## src/rtl/uart_reg_bridge_if.sv

```systemverilog
// Byte-FIFO and register-bus bundle between uart_reg_bridge (master) and the
// UART FIFOs / control registers (slave).
interface uart_reg_bridge_if #(
  parameter int DATA_BITS = 8,
  parameter int ADDR_BITS = 8
);
  logic                 RxEmpty;
  logic [DATA_BITS-1:0] ReadData;
  logic                 ReadUart;
  logic                 TxFull;
  logic [DATA_BITS-1:0] WriteData;
  logic                 WriteUart;
  logic [ADDR_BITS-1:0] RegAddr;
  logic [DATA_BITS-1:0] RegWData;
  logic                 RegWrite;
  logic                 RegRead;
  logic [DATA_BITS-1:0] RegRData;

  modport master (
    input  RxEmpty, ReadData, TxFull, RegRData,
    output ReadUart, WriteData, WriteUart, RegAddr, RegWData, RegWrite, RegRead
  );

  modport slave (
    output RxEmpty, ReadData, TxFull, RegRData,
    input  ReadUart, WriteData, WriteUart, RegAddr, RegWData, RegWrite, RegRead
  );
endinterface

```

## src/rtl/uart_reg_bridge.sv

```systemverilog
// UART command responder: 'W' addr data / 'R' addr frames drive a register bus, one response byte per frame.
// Optional trailing XOR checksum byte per frame when UART_BRIDGE_CHECKSUM_EN is defined.
module uart_reg_bridge #(
  parameter int DATA_BITS      = 8,
  parameter int ADDR_BITS      = 8,
  parameter int TIMEOUT_CYCLES = 2600000
) (
  input  logic                 Clock,
  input  logic                 ResetN,
  uart_reg_bridge_if.master    bus,
  output logic                 Busy,
  output logic [7:0]           ErrCount
);

  localparam logic [DATA_BITS-1:0] CMD_WRITE = DATA_BITS'(8'h57);
  localparam logic [DATA_BITS-1:0] CMD_READ  = DATA_BITS'(8'h52);
  localparam logic [DATA_BITS-1:0] RESP_ACK  = DATA_BITS'(8'h06);
  localparam logic [DATA_BITS-1:0] RESP_NAK  = DATA_BITS'(8'h15);

  localparam int TO_W = (TIMEOUT_CYCLES > 1) ? $clog2(TIMEOUT_CYCLES) : 1;
  localparam logic [TO_W-1:0] TO_LAST = TO_W'(TIMEOUT_CYCLES - 1);

  typedef enum logic [2:0] {
    S_IDLE,
    S_GET_ADDR,
    S_GET_DATA,
`ifdef UART_BRIDGE_CHECKSUM_EN
    S_GET_CSUM,
`endif
    S_EXEC,
    S_READ_WAIT,
    S_SEND
  } state_t;

`ifdef UART_BRIDGE_CHECKSUM_EN
  localparam state_t FRAME_DONE = S_GET_CSUM;
`else
  localparam state_t FRAME_DONE = S_EXEC;
`endif

  state_t               state_q, state_d;
  logic                 isWrite_q, isWrite_d;
  logic [ADDR_BITS-1:0] addr_q, addr_d;
  logic [DATA_BITS-1:0] wdata_q, wdata_d;
  logic [DATA_BITS-1:0] resp_q, resp_d;
  logic [7:0]           err_q, err_d;
  logic [TO_W-1:0]      tocnt_q, tocnt_d;
  logic                 popped_q;
`ifdef UART_BRIDGE_CHECKSUM_EN
  logic [DATA_BITS-1:0] csum_q, csum_d;
`endif

  logic                 inGet;
  logic                 pop;
  logic                 timeout;
  logic                 errInc;
  logic [DATA_BITS-1:0] rxByte;

  assign rxByte = bus.ReadData;

  always_comb begin
    inGet = 1'b0;
    case (state_q)
      S_GET_ADDR,
`ifdef UART_BRIDGE_CHECKSUM_EN
      S_GET_CSUM,
`endif
      S_GET_DATA: inGet = 1'b1;
      default:    inGet = 1'b0;
    endcase
  end

  // At most one pop every other cycle so the FIFO empty flag has time to settle.
  assign pop     = ((state_q == S_IDLE) || inGet) && !bus.RxEmpty && !popped_q;
  assign timeout = inGet && !pop && (tocnt_q == TO_LAST);

  always_ff @(posedge Clock or negedge ResetN) begin
    if (!ResetN) begin
      state_q   <= S_IDLE;
      isWrite_q <= 1'b0;
      addr_q    <= '0;
      wdata_q   <= '0;
      resp_q    <= '0;
      err_q     <= '0;
      tocnt_q   <= '0;
      // Treated as a recent pop so nothing is popped while reset is held.
      popped_q  <= 1'b1;
`ifdef UART_BRIDGE_CHECKSUM_EN
      csum_q    <= '0;
`endif
    end else begin
      state_q   <= state_d;
      isWrite_q <= isWrite_d;
      addr_q    <= addr_d;
      wdata_q   <= wdata_d;
      resp_q    <= resp_d;
      err_q     <= err_d;
      tocnt_q   <= tocnt_d;
      popped_q  <= pop;
`ifdef UART_BRIDGE_CHECKSUM_EN
      csum_q    <= csum_d;
`endif
    end
  end

  always_comb begin
    state_d   = state_q;
    isWrite_d = isWrite_q;
    addr_d    = addr_q;
    wdata_d   = wdata_q;
    resp_d    = resp_q;
    err_d     = err_q;
    tocnt_d   = '0;
    errInc    = 1'b0;
`ifdef UART_BRIDGE_CHECKSUM_EN
    csum_d    = csum_q;
`endif

    if (inGet && !pop && !timeout) begin
      tocnt_d = tocnt_q + TO_W'(1);
    end

    if (timeout) begin
      state_d = S_IDLE;
      errInc  = 1'b1;
    end else begin
      case (state_q)
        S_IDLE: begin
          if (pop) begin
`ifdef UART_BRIDGE_CHECKSUM_EN
            csum_d = rxByte;
`endif
            if (rxByte == CMD_WRITE) begin
              isWrite_d = 1'b1;
              state_d   = S_GET_ADDR;
            end else if (rxByte == CMD_READ) begin
              isWrite_d = 1'b0;
              state_d   = S_GET_ADDR;
            end else begin
              resp_d  = RESP_NAK;
              errInc  = 1'b1;
              state_d = S_SEND;
            end
          end
        end

        S_GET_ADDR: begin
          if (pop) begin
            addr_d = rxByte[ADDR_BITS-1:0];
`ifdef UART_BRIDGE_CHECKSUM_EN
            csum_d = csum_q ^ rxByte;
`endif
            state_d = isWrite_q ? S_GET_DATA : FRAME_DONE;
          end
        end

        S_GET_DATA: begin
          if (pop) begin
            wdata_d = rxByte;
`ifdef UART_BRIDGE_CHECKSUM_EN
            csum_d = csum_q ^ rxByte;
`endif
            state_d = FRAME_DONE;
          end
        end

`ifdef UART_BRIDGE_CHECKSUM_EN
        S_GET_CSUM: begin
          if (pop) begin
            if (rxByte == csum_q) begin
              state_d = S_EXEC;
            end else begin
              resp_d  = RESP_NAK;
              errInc  = 1'b1;
              state_d = S_SEND;
            end
          end
        end
`endif

        S_EXEC: begin
          if (isWrite_q) begin
            resp_d  = RESP_ACK;
            state_d = S_SEND;
          end else begin
            state_d = S_READ_WAIT;
          end
        end

        S_READ_WAIT: begin
          resp_d  = bus.RegRData;
          state_d = S_SEND;
        end

        S_SEND: begin
          if (!bus.TxFull) begin
            state_d = S_IDLE;
          end
        end

        default: state_d = S_IDLE;
      endcase
    end

    if (errInc && (err_q != 8'hFF)) begin
      err_d = err_q + 8'd1;
    end
  end

  assign bus.ReadUart  = pop;
  assign bus.WriteUart = (state_q == S_SEND) && !bus.TxFull;
  assign bus.WriteData = resp_q;
  assign bus.RegAddr   = addr_q;
  assign bus.RegWData  = wdata_q;
  assign bus.RegWrite  = (state_q == S_EXEC) && isWrite_q;
  assign bus.RegRead   = (state_q == S_EXEC) && !isWrite_q;
  assign Busy          = (state_q != S_IDLE);
  assign ErrCount      = err_q;

endmodule

```

## src/flat_wrapper.sv

```systemverilog
// flat-port wrapper written by rule: the top's interface ports become plain ports
module uart_reg_bridge_flat 
#(
  parameter int DATA_BITS      = 8,
  parameter int ADDR_BITS      = 8,
  parameter int TIMEOUT_CYCLES = 2600000
)
  (Clock, ResetN, Busy, ErrCount, bus_RxEmpty, bus_ReadData, bus_TxFull, bus_RegRData, bus_ReadUart, bus_WriteData, bus_WriteUart, bus_RegAddr, bus_RegWData, bus_RegWrite, bus_RegRead);
  uart_reg_bridge_if #(.DATA_BITS(DATA_BITS), .ADDR_BITS(ADDR_BITS)) bus_i ();
  input  logic Clock;
  input  logic ResetN;
  output logic Busy;
  output logic [7:0] ErrCount;
  input wire logic [$bits(bus_i.RxEmpty)-1:0] bus_RxEmpty;
  input wire logic [$bits(bus_i.ReadData)-1:0] bus_ReadData;
  input wire logic [$bits(bus_i.TxFull)-1:0] bus_TxFull;
  input wire logic [$bits(bus_i.RegRData)-1:0] bus_RegRData;
  output wire logic [$bits(bus_i.ReadUart)-1:0] bus_ReadUart;
  output wire logic [$bits(bus_i.WriteData)-1:0] bus_WriteData;
  output wire logic [$bits(bus_i.WriteUart)-1:0] bus_WriteUart;
  output wire logic [$bits(bus_i.RegAddr)-1:0] bus_RegAddr;
  output wire logic [$bits(bus_i.RegWData)-1:0] bus_RegWData;
  output wire logic [$bits(bus_i.RegWrite)-1:0] bus_RegWrite;
  output wire logic [$bits(bus_i.RegRead)-1:0] bus_RegRead;
  assign bus_i.RxEmpty = bus_RxEmpty;
  assign bus_i.ReadData = bus_ReadData;
  assign bus_i.TxFull = bus_TxFull;
  assign bus_i.RegRData = bus_RegRData;
  assign bus_ReadUart = bus_i.ReadUart;
  assign bus_WriteData = bus_i.WriteData;
  assign bus_WriteUart = bus_i.WriteUart;
  assign bus_RegAddr = bus_i.RegAddr;
  assign bus_RegWData = bus_i.RegWData;
  assign bus_RegWrite = bus_i.RegWrite;
  assign bus_RegRead = bus_i.RegRead;
  uart_reg_bridge #(.DATA_BITS(DATA_BITS), .ADDR_BITS(ADDR_BITS), .TIMEOUT_CYCLES(TIMEOUT_CYCLES)) u_core (.Clock(Clock), .ResetN(ResetN), .bus(bus_i), .Busy(Busy), .ErrCount(ErrCount));
endmodule
```

## config.mk

```make
export PLATFORM = sky130hd
export DESIGN_NAME = uart_reg_bridge_flat
export DESIGN_NICKNAME = d
export VERILOG_FILES = /design/src/rtl/uart_reg_bridge_if.sv /design/src/rtl/uart_reg_bridge.sv /design/src/flat_wrapper.sv
export SDC_FILE = /design/constraint.sdc
export NUM_CORES = 1
export LEC_CHECK = 0
export ABC_AREA = 1
export CAP_MARGIN = 20
export CORE_ASPECT_RATIO = 0.7
export CORE_MARGIN = 1
export CORE_UTILIZATION = 50
export DETAILED_ROUTE_END_ITERATION = 16
export PLACE_DENSITY = 0.77
export SLEW_MARGIN = 20
export SYNTH_ARGS = -nofsm -noshare
export SYNTH_HDL_FRONTEND = slang
export SYNTH_SLANG_ARGS = --single-unit
```

## constraint.sdc

```tcl
create_clock -name Clock -period 2.2 [get_ports Clock]
set_input_delay 0.44 -clock Clock [delete_from_list [all_inputs] [get_ports Clock]]
set_output_delay 0.44 -clock Clock [all_outputs]
set_load 0.01 [all_outputs]
```

==> results.py <==
metrics = {
    "sta": {
        "slew_headroom": 0.663,
        "drv_slew": 0,
        "setup_viol": 0,
        "clock_skew_ns": 0.00801,
        "setup_tns_ns": 0,
        "fmax_ghz": 0.479,
        "rsz0062_at_grt": "false",
        "hold_viol": 0,
        "tightest_slew_ns": 0.504,
        "finalCriticalPeriod_ns": 2.09,
        "min_period_over_period": 0.948,
    },
    "worst_setup_path": {
        "start_kind": "flop",
        "required_ns": 1.76,
        "cp-end-kind": "output port",
        "critPathMaxFanout": 5,
        "worstSetupEndpoint": "bus_RegWrite",
        "cp-startpoint": "u_core.state_q[2]$_DFFE_PN0P_",
        "timing.rr.end": "u_core.tocnt_q[11]$_DFF_PN0_",
        "rr_worst_depth": 9,
        "regToRegStartpoint": "u_core.tocnt_q[1]$_DFF_PN0_",
        "r2r_setup_slack_ns": 0.31,
        "critPathKind": "reg2out",
        "cp.arrival_ns": 1.65,
    },
    "synthesis": {
        "yosys_register_bits": 59,
        "syn_inst": 377,
        "synthesis.nets": 399,
        "yosys.area.top_type": "dfrtp_1",
        "synth_most_common_cell": "nand2_1",
        "synth_top_flop_cell": "dfrtp_1",
        "yosysWarnings": 0,
        "ys_types": 30,
        "async_flop_share": 1.00,
        "synth.top_cell.area_share": 0.478,
        "ys_seq_area_frac": 0.486,
        "ys_top_cells_by_area": "dfrtp_1 48%, nand2_1 12%, nor2_1 5.8%",
        "netlist_area_mm2": 0.00304,
        "syn-mean-instance-area_um2": 8.06,
        "synth_edf_count": 0,
        "ys_top_cells_by_count": "99 x nand2_1, 58 x dfrtp_1, 47 x nor2_1, 34 x inv_1, 33 x nand3_1",
    },
    "clocking": {
        "htreeDepth": 3,
        "clkTransAtPathRegs_ns": 0.07,
        "cts_tree": "done",
        "clock_latency_ns": 0.34,
        "cts_sinks": 59,
        "cts-root-buf": "clkbuf_8",
        "numCtsBuffers": 9,
        "post-cts-setup-buffers": 0,
        "cts_buffer_depth": 2,
    },
    "pwr": {
        "vdd_drop_max_v": 0.000627,
        "power.total_w": 0.00419,
        "powerDensity_mw_per_mm2": 1060,
        "p_leak_nw": 1.82,
    },
    "global_routing": {
        "grt_pass1_vias": 2407,
        "grt_usage": 0.237,
        "grt_pass1_wl_um": 11200,
        "grt_max_degree": 60,
        "grt_overflow": 0,
        "antenna_found_initial": 0,
    },
    "flow_run": {
        "cap_violations": 0,
    },
    "floorplanning": {
        "fp.dieW_um": 95.2,
        "rows": 23,
        "start_util": 0.525,
        "core_area_mm2": 0.00578,
        "io_pins": 57,
        "dieArea_mm2": 0.00640,
        "die_y_um": 67.2,
    },
    "place": {
        "port_buffers": 56,
        "gp_congestion": 0.884,
        "dp_hpwl_um": 5070,
        "placed_cell_area_mm2": 0.00373,
    },
    "cells_and_area": {
        "syn_to_final_growth_pct": 30.1,
        "diodes": 0,
        "fin_nets": 469,
        "drive_gt1_frac": 0.122,
        "nFillCells": 489,
        "post-route-cell-area_mm2": 0.00395,
        "postLayoutCoreUtil": 0.684,
    },
    "routing": {
        "totalWireLength_um": 6860,
        "antenna_left": 0,
        "drt_iter0_drc": 180,
        "vias": 2635,
        "wl_per_cell_um": 13.0,
        "dr.pass1.iters": 4,
        "drc": 0,
        "viasPerCell": 5.00,
    },
    "outcome": {
        "run_status": "finished, final reports clean",
    },
    "hold_path": {
        "hp-class": "in2async",
    },
}
state kept, by name, summed over array words and instances (netlist names):
name,flops
u_core.bus.WriteData,8
u_core.tocnt_q,22
u_core.state_q,3
u_core.isWrite_q,1
u_core.ErrCount,8
u_core.bus.RegAddr,8
u_core.bus.RegWData,8
u_core.popped_q,1
worst max-delay path, cell delays in order (launching register included):
cell	delay [ns]
dfrtp_2	0.47
nor2_2	0.15
nand2_1	0.06
inv_1	0.07
clkdlybuf4s50_1	0.55
worst min-delay path by stage:
stage / end / cells past startpoint / start / slack [ns]
6_report: u_core.tocnt_q[21]$_DFF_PN0_ / 2 / ResetN / 0.07
5_1_grt: u_core.tocnt_q[21]$_DFF_PN0_ / 2 / ResetN / 0.09
4_1_cts: u_core.tocnt_q[17]$_DFF_PN0_ / 2 / ResetN / 0.1
3_5_place_dp: u_core.tocnt_q[17]$_DFF_PN0_ / 2 / ResetN / 0.47
3_3_place_gp: u_core.bus.WriteData[6]$_DFFE_PN0P_ / 2 / u_core.bus.WriteData[6]$_DFFE_PN0P_ / 0.45
2_1_floorplan: u_core.ErrCount[0]$_DFFE_PN0P_ / 0 / ResetN / 0.14
per-layer routing:
metal	part of all wire	global-route usage	wire, um
met2	0.41	0.319	2790
met4	0.0086	0.0644	59
met1	0.50	0.348	3400
met5	0	0	0
met3	0.089	0.0968	612
area by class of cell:
| class | count | area (um2) | share of cell area |
|---|---|---|---|
| clock inverters | 7 | 92.6 | 0.0234 |
| well taps | 75 | 93.8 | 0.0237 |
| flip-flops and latches | 59 | 1480 | 0.374 |
| inverters | 40 | 153 | 0.0386 |
| repair buffers | 65 | 643 | 0.163 |
| clock buffers | 9 | 124 | 0.0313 |
| multi-input cells | 272 | 1370 | 0.346 |
timing repair:
item | 4_1_cts | 5_1_grt
setup endpoints to repair | 2 | 4
resized for setup | 1 | 4
hold buffers | 0 | 0
pin swaps | 1 | 0
cloned | 0 | 0
through the flow:
step | hold slack (ns) | setup WS (ns) | std cells
2_1_floorplan | 0.144 | 0.635 | 377
3_3_place_gp | 0.454 | 0.00814 | 511
3_5_place_dp | 0.469 | 0.00112 | 511
4_1_cts | 0.0972 | 0.00144 | 527
5_1_grt | 0.0930 | 0.0250 | 527
6_report | 0.0747 | 0.114 | 527
report_power, final:
group	total (W)	internal [W]	switching, W
registers	0.00154	0.00136	0.000176
logic	0.00157	0.000755	0.000817
clock network	0.00108	0.000632	0.000445
cells by family after synthesis:
| family | share of synthesized area |
|---|---|
| AOI/OAI and AO/OA | 0.0593 |
| xor gates and xnor gates | 0.0490 |
| adders and majority gates | 0.00823 |
| buffers and inverters | 0.0642 |
| DFF | 0.486 |
| and+or+nand+nor | 0.333 |
layout by cell type, fill, tap and decap left out, types with 4 or more instances in the layout:
master,instances
a21oi_1,6
buf_4,8
clkbuf_8,9
clkdlybuf4s50_1,52
dfrtp_1,57
inv_1,34
inv_2,5
nand2_1,99
nand2_2,5
nand3_1,33
nand3_2,4
nand4_1,8
nor2_1,46
nor3_1,13
o21ai_0,14
o21ai_1,11
xnor2_1,8
xor2_1,9
Power figures use the tool's default switching activity.
==> RTL change 1, RTL diff (same settings) <==
Take the reset off `addr_q` and load it in a clocked block of its own.
--- a/src/rtl/uart_reg_bridge.sv
+++ b/src/rtl/uart_reg_bridge.sv
@@ -80,3 +80,2 @@
       isWrite_q <= 1'b0;
-      addr_q    <= '0;
       wdata_q   <= '0;
@@ -93,3 +92,2 @@
       isWrite_q <= isWrite_d;
-      addr_q    <= addr_d;
       wdata_q   <= wdata_d;
@@ -103,2 +101,6 @@
     end
+  end
+
+  always_ff @(posedge Clock) begin
+    addr_q <= addr_d;
   end
Check against the original RTL: differs if ResetN is asserted again (counterexample within 10 cycles, from zero or initial values and one cycle with ResetN low); with ResetN held inactive, the same outputs for 10 cycles.
==> RTL change 1 against the unedited design <==
  * Total power shrank 4.3%
  * Sequential cell count is the same
  * Global-route usage fell by 0.29 points
  * Utilization fell by 0.25 points
  * Area after synthesis is 1.8% lower
  * Routed wire length is 3.3% lower
  * Setup slack lost 0.056 ns
  * Final area fell by 1.4%
  * Critical endpoint unchanged
==> RTL change 1: results (changes against the unedited design) <==
[global_route]
grt_pass1_vias = 2332  ; -3.1%
grt_pass1_wl_microns = 11000  ; -1.5%
track_usage_pct = 23.4  ; -0.29 points

[synth]
postSynth.asyncResetShare_pct = 86.4  ; -14 points
synth.area.top_cells = dfrtp_1, nand2_1, edfxtp_1, nor2_1, nand3_1
synthXorXnorAreaFrac_pct = 4.99  ; +0.088 points
synth.yosys.seq_area_share_pct = 50.8  ; +2.2 points
synth_compound_area_share_pct = 3.90  ; -2.0 points
synth_fa_ha_area_share_pct = 0.838  ; +0.015 points
synthMuxAreaShare_pct = 1.89  ; +1.9 points
synth_cell_types = 29  ; -3.3%
synth_commonest_cells = nand2_1, nor2_1, dfrtp_1, nand3_1, inv_1

[setup_path]
reg2reg_slack_ns = 0.40  ; +0.09 ns
cp.arrival_ns = 1.70  ; +0.05 ns
r2r-start = u_core.tocnt_q[0]
r2r.worst_path.cells = 10  ; +1
critical_path.startpoint = u_core.state_q[1]
reg2reg_to = u_core.ErrCount[2]

[power_and_ir_drop]
p_int_mw = 2.64  ; -3.9%
ir_drop_v = 0.000559  ; -11%

[route]
drt_iter0_drc = 239  ; +33%
routed_wl_microns = 6640  ; -3.3%

[cells_and_area]
clkCellAreaFrac_pct = 5.55  ; +0.076 points
buffer_area_share_pct = 15.8  ; -0.42 points
nMultiInputCombCells = 259  ; -4.8%
num-nonclk-inverters = 31  ; -23%
regArea_sq_mm = 0.00152  ; +2.8%
seq_cells = 59  ; unchanged
largest_register_ffs = 22  ; unchanged
multi_input_area_sq_mm = 0.00134  ; -2.5%
fin_nets = 444  ; -5.3%
buffers = 62  ; -4.6%
fin_util_pct = 68.1  ; -0.25 points

[run_status]
status = finished clean

[timing]
slew_headroom_pct = 63.4  ; -3.0 points
holdWs_ns = 0.0948  ; +0.0201 ns
skew_ns = 0.00628  ; -0.00173 ns

[place]
hpwlAfterDp_microns = 5040  ; -0.52%
gp_congestion = 0.966  ; +9.3%
dpl_cell_area_sq_mm = 0.00366  ; -1.7%

==> RTL change 1: power groups by stage <==
stage | clock network [mW] | logic, mW | registers (mW)
floorplan | 0 | 0.695 | 1.59
global placement | 0 | 1.37 | 1.53
detailed placement | 0 | 1.39 | 1.53
CTS | 1.09 | 1.40 | 1.52
global route | 1.15 | 1.58 | 1.54
finish | 1.06 | 1.43 | 1.51
==> RTL change 1: stage by stage <==
stage               setup slack, ns  std cells  power (mW)
finish                       0.0580        502        4.01
global route               -0.00456        502        4.27
CTS                          0.0117        501        4.00
detailed placement           0.0519        485        2.93
global placement             0.0549        485        2.90
floorplan                     0.694        352        2.29
==> RTL change 1: critical path: stages, from the launching register on <==
cell	delay, ns
dfrtp_2	0.42
nand2_1	0.08
nor2_1	0.12
nand2_1	0.12
inv_1	0.08
clkdlybuf4s50_1	0.54
==> RTL change 1: metal layers <==
layer / part of all wire (%) / global-route usage [%]
met1: 49 / 34.0
met2: 43 / 33.4
met3: 7.0 / 6.28
met4: 1.1 / 8.27
met5: 0 / 0
==> RTL change 2, RTL diff (config.mk and constraints unchanged) <==
Without the edit above. `ADDR_BITS` is set to 8 in 3 places; all go to 7.
--- a/src/rtl/uart_reg_bridge_if.sv
+++ b/src/rtl/uart_reg_bridge_if.sv
@@ -4,3 +4,3 @@
   parameter int DATA_BITS = 8,
-  parameter int ADDR_BITS = 8
+  parameter int ADDR_BITS = 7
 );
--- a/src/rtl/uart_reg_bridge.sv
+++ b/src/rtl/uart_reg_bridge.sv
@@ -4,3 +4,3 @@
   parameter int DATA_BITS      = 8,
-  parameter int ADDR_BITS      = 8,
+  parameter int ADDR_BITS      = 7,
   parameter int TIMEOUT_CYCLES = 2600000
--- a/src/flat_wrapper.sv
+++ b/src/flat_wrapper.sv
@@ -4,3 +4,3 @@
   parameter int DATA_BITS      = 8,
-  parameter int ADDR_BITS      = 8,
+  parameter int ADDR_BITS      = 7,
   parameter int TIMEOUT_CYCLES = 2600000
Interface: changed (resized bus_RegAddr); port bits go from 57 to 56. No check against the original RTL was run, so the function may have changed too.
==> RTL change 2 against the unedited design <==
  * Setup slack worse by 0.048 ns
  * Total power increased by 1.8%
  * Final area up 0.32%
  * Routed wire length up 2.6%
  * Sequential cell count down 1
  * Area after synthesis down 0.25%
  * Count of clock-buffer cells in the layout increased by 2
  * Die area is 0.24% lower
  * Sequential share of layout area down 0.72 points
==> RTL change 2: results (changes against the unedited design) <==
[clock_network]
insertion_delay_ns = 0.34  ; about the same
root_buffer = clkbuf_8
clock_path_buffers = 2  ; unchanged
clk_pin_slew_ns = 0.07  ; about the same
cts_buffers = 9  ; unchanged
ctsHtreeMaxLevel = 3  ; unchanged

[global_route]
antenna_found_initial = 0  ; unchanged
grt_pass1_wl_microns = 11400  ; +2.0%
grt_max_degree = 31  ; -48%
grt_pass1_vias = 2469  ; +2.6%
track_usage_pct = 23.7  ; about the same

[timing]
setup-violations-final = 0  ; unchanged
fin_ws_ns = 0.0658  ; -0.0481 ns
holdWs_ns = 0.0885  ; +0.0138 ns
skew_ns = 0.00571  ; -0.00229 ns
tightest_slew_ns = 0.584  ; +0.0806 ns

[setup_path]
cp.arrival_ns = 1.69  ; +0.04 ns
r2r.worst_path.cells = 8  ; -1
r2r-start = u_core.tocnt_q[0]
critPathMaxFanout = 5  ; unchanged
reg2reg_to = u_core.tocnt_q[15]
reg2reg_slack_ns = 0.29  ; -0.02 ns

[synth]
synth_cell_types = 32  ; +6.7%
synth.area.top_cells = dfrtp_1, nand2_1, nor2_1, inv_1, nand3_1
synth.yosys.seq_area_share_pct = 47.9  ; -0.71 points
synth_commonest_cells = nand2_1, dfrtp_1, nor2_1, inv_1, nand3_1
syn-num-nets = 403  ; +1.0%
synth_ff_type = dfrtp_1
yosysWarnings = 0  ; unchanged
postSynth.asyncResetShare_pct = 100  ; unchanged

[cells_and_area]
largest_register_ffs = 22  ; unchanged
regMostFlops = u_core.tocnt_q
fin_nets = 476  ; +1.5%
drive_above_1_share_pct = 13.3  ; +1.1 points
diodes = 0  ; unchanged
fillers = 500  ; +2.2%

[place]
numPortBuffers = 55  ; -1.8%
hpwlAfterDp_microns = 5150  ; +1.5%
pre_cts_slack_ns = 0.0575  ; +0.0564 ns
dpl_cell_area_sq_mm = 0.00370  ; -0.64%
gp_congestion = 0.900  ; +1.8%

[route]
wire_per_inst_microns = 13.2  ; +1.3%
firstDrtPassIters = 5  ; +1
vias = 2714  ; +3.0%
drt_iter0_drc = 185  ; +2.8%

[hold_path]
hold_class = in -> async

[run_status]
status = finished clean

[power_and_ir_drop]
ir_drop_v = 0.000614  ; -2.2%
p_per_area_mw_per_mm2 = 1070  ; +1.5%
power_leakage_nw = 1.84  ; +1.0%

-- RTL change 2: cell types whose count changed after synthesis, moves of 4 or more --
| cell | unedited run | this run |
|---|---|---|
| xnor2_1 | 8 | 4 |
| nor2_1 | 47 | 52 |
| o21ai_2 | 0 | 7 |
| nand2_1 | 99 | 112 |
| o21ai_1 | 11 | 0 |
| inv_1 | 34 | 40 |
| inv_2 | 5 | 0 |
-- RTL change 2: final cells by class --
type / count / area share [%]
Inverter: 40 / 3.79
Timing Repair Buffer: 66 / 16.3
Clock inverter: 5 / 1.32
Sequential cell: 58 / 36.7
Tap cell: 75 / 2.37
Multi-Input combinational cell: 279 / 35.7
Clock buffer: 11 / 3.82
-- RTL change 2: kinds of logic after synthesis --
kind of cell / share of synthesized area, %
AO/OA/AOI/OAI: 5.57
XOR/XNOR: 4.33
adder cells (fa/ha/maj): 0.825
buffers and inverters: 6.07
flip-flops: 47.9
multiplexers: 0.371
AND/OR/NAND/NOR: 34.9
-- RTL change 2: critical path: stages (launching register included) --
cell and delay, ns:
dfrtp_2 0.47, nor2_4 0.14, inv_1 0.09, nor2_4 0.12, inv_1 0.06, clkdlybuf4s50_1 0.47
-- RTL change 2: timing repair --
action / CTS / global route
resized for setup: 4 / 7
pin swaps: 0 / 1
buffers inserted: 2 / 2
endpoints found under the setup margin: 4 / 5
endpoints found under the hold margin: 0 / 0
gates cloned: 0 / 0
-- RTL change 2: worst max path at each step --
stage / startpoint / to / slack (ns) / depth (start not counted)
CTS: u_core.state_q[0] / bus_RegRead / -0.004 / 5
finish: u_core.state_q[2] / Busy / 0.07 / 5
detailed placement: bus_ReadData[6] / u_core.ErrCount[2] / 0.06 / 9
floorplan: u_core.tocnt_q[0] / u_core.ErrCount[6] / 0.68 / 10
global placement: bus_TxFull / bus_WriteUart / 0.05 / 3
global route: u_core.state_q[2] / Busy / -0.02 / 5
-- RTL change 2: power breakdown --
part | switching, mW | internal, mW | leakage, nW
combinational | 0.878 | 0.803 | 0.974
sequential | 0.226 | 1.35 | 0.763
clock | 0.429 | 0.578 | 0.105
total | 1.53 | 2.73 | 1.84
-- RTL change 2: per-layer routing --
metal | routed length [microns] | vias to the layer above | track usage [%]
li1 | - | 1356 | -
met2 | 2920 | 97 | 32.6
met5 | 0 | - | 0
met4 | 62 | 0 | 6.63
met3 | 581 | 8 | 9.57
met1 | 3480 | 1253 | 34.2
-- RTL change 2: per-stage QoR --
stage / cells / power, mW
5_1_grt: 534 / 4.54
6_report: 534 / 4.26
3_3_place_gp: 514 / 3.13
4_1_cts: 532 / 4.24
2_1_floorplan: 381 / 2.43
3_5_place_dp: 514 / 3.18
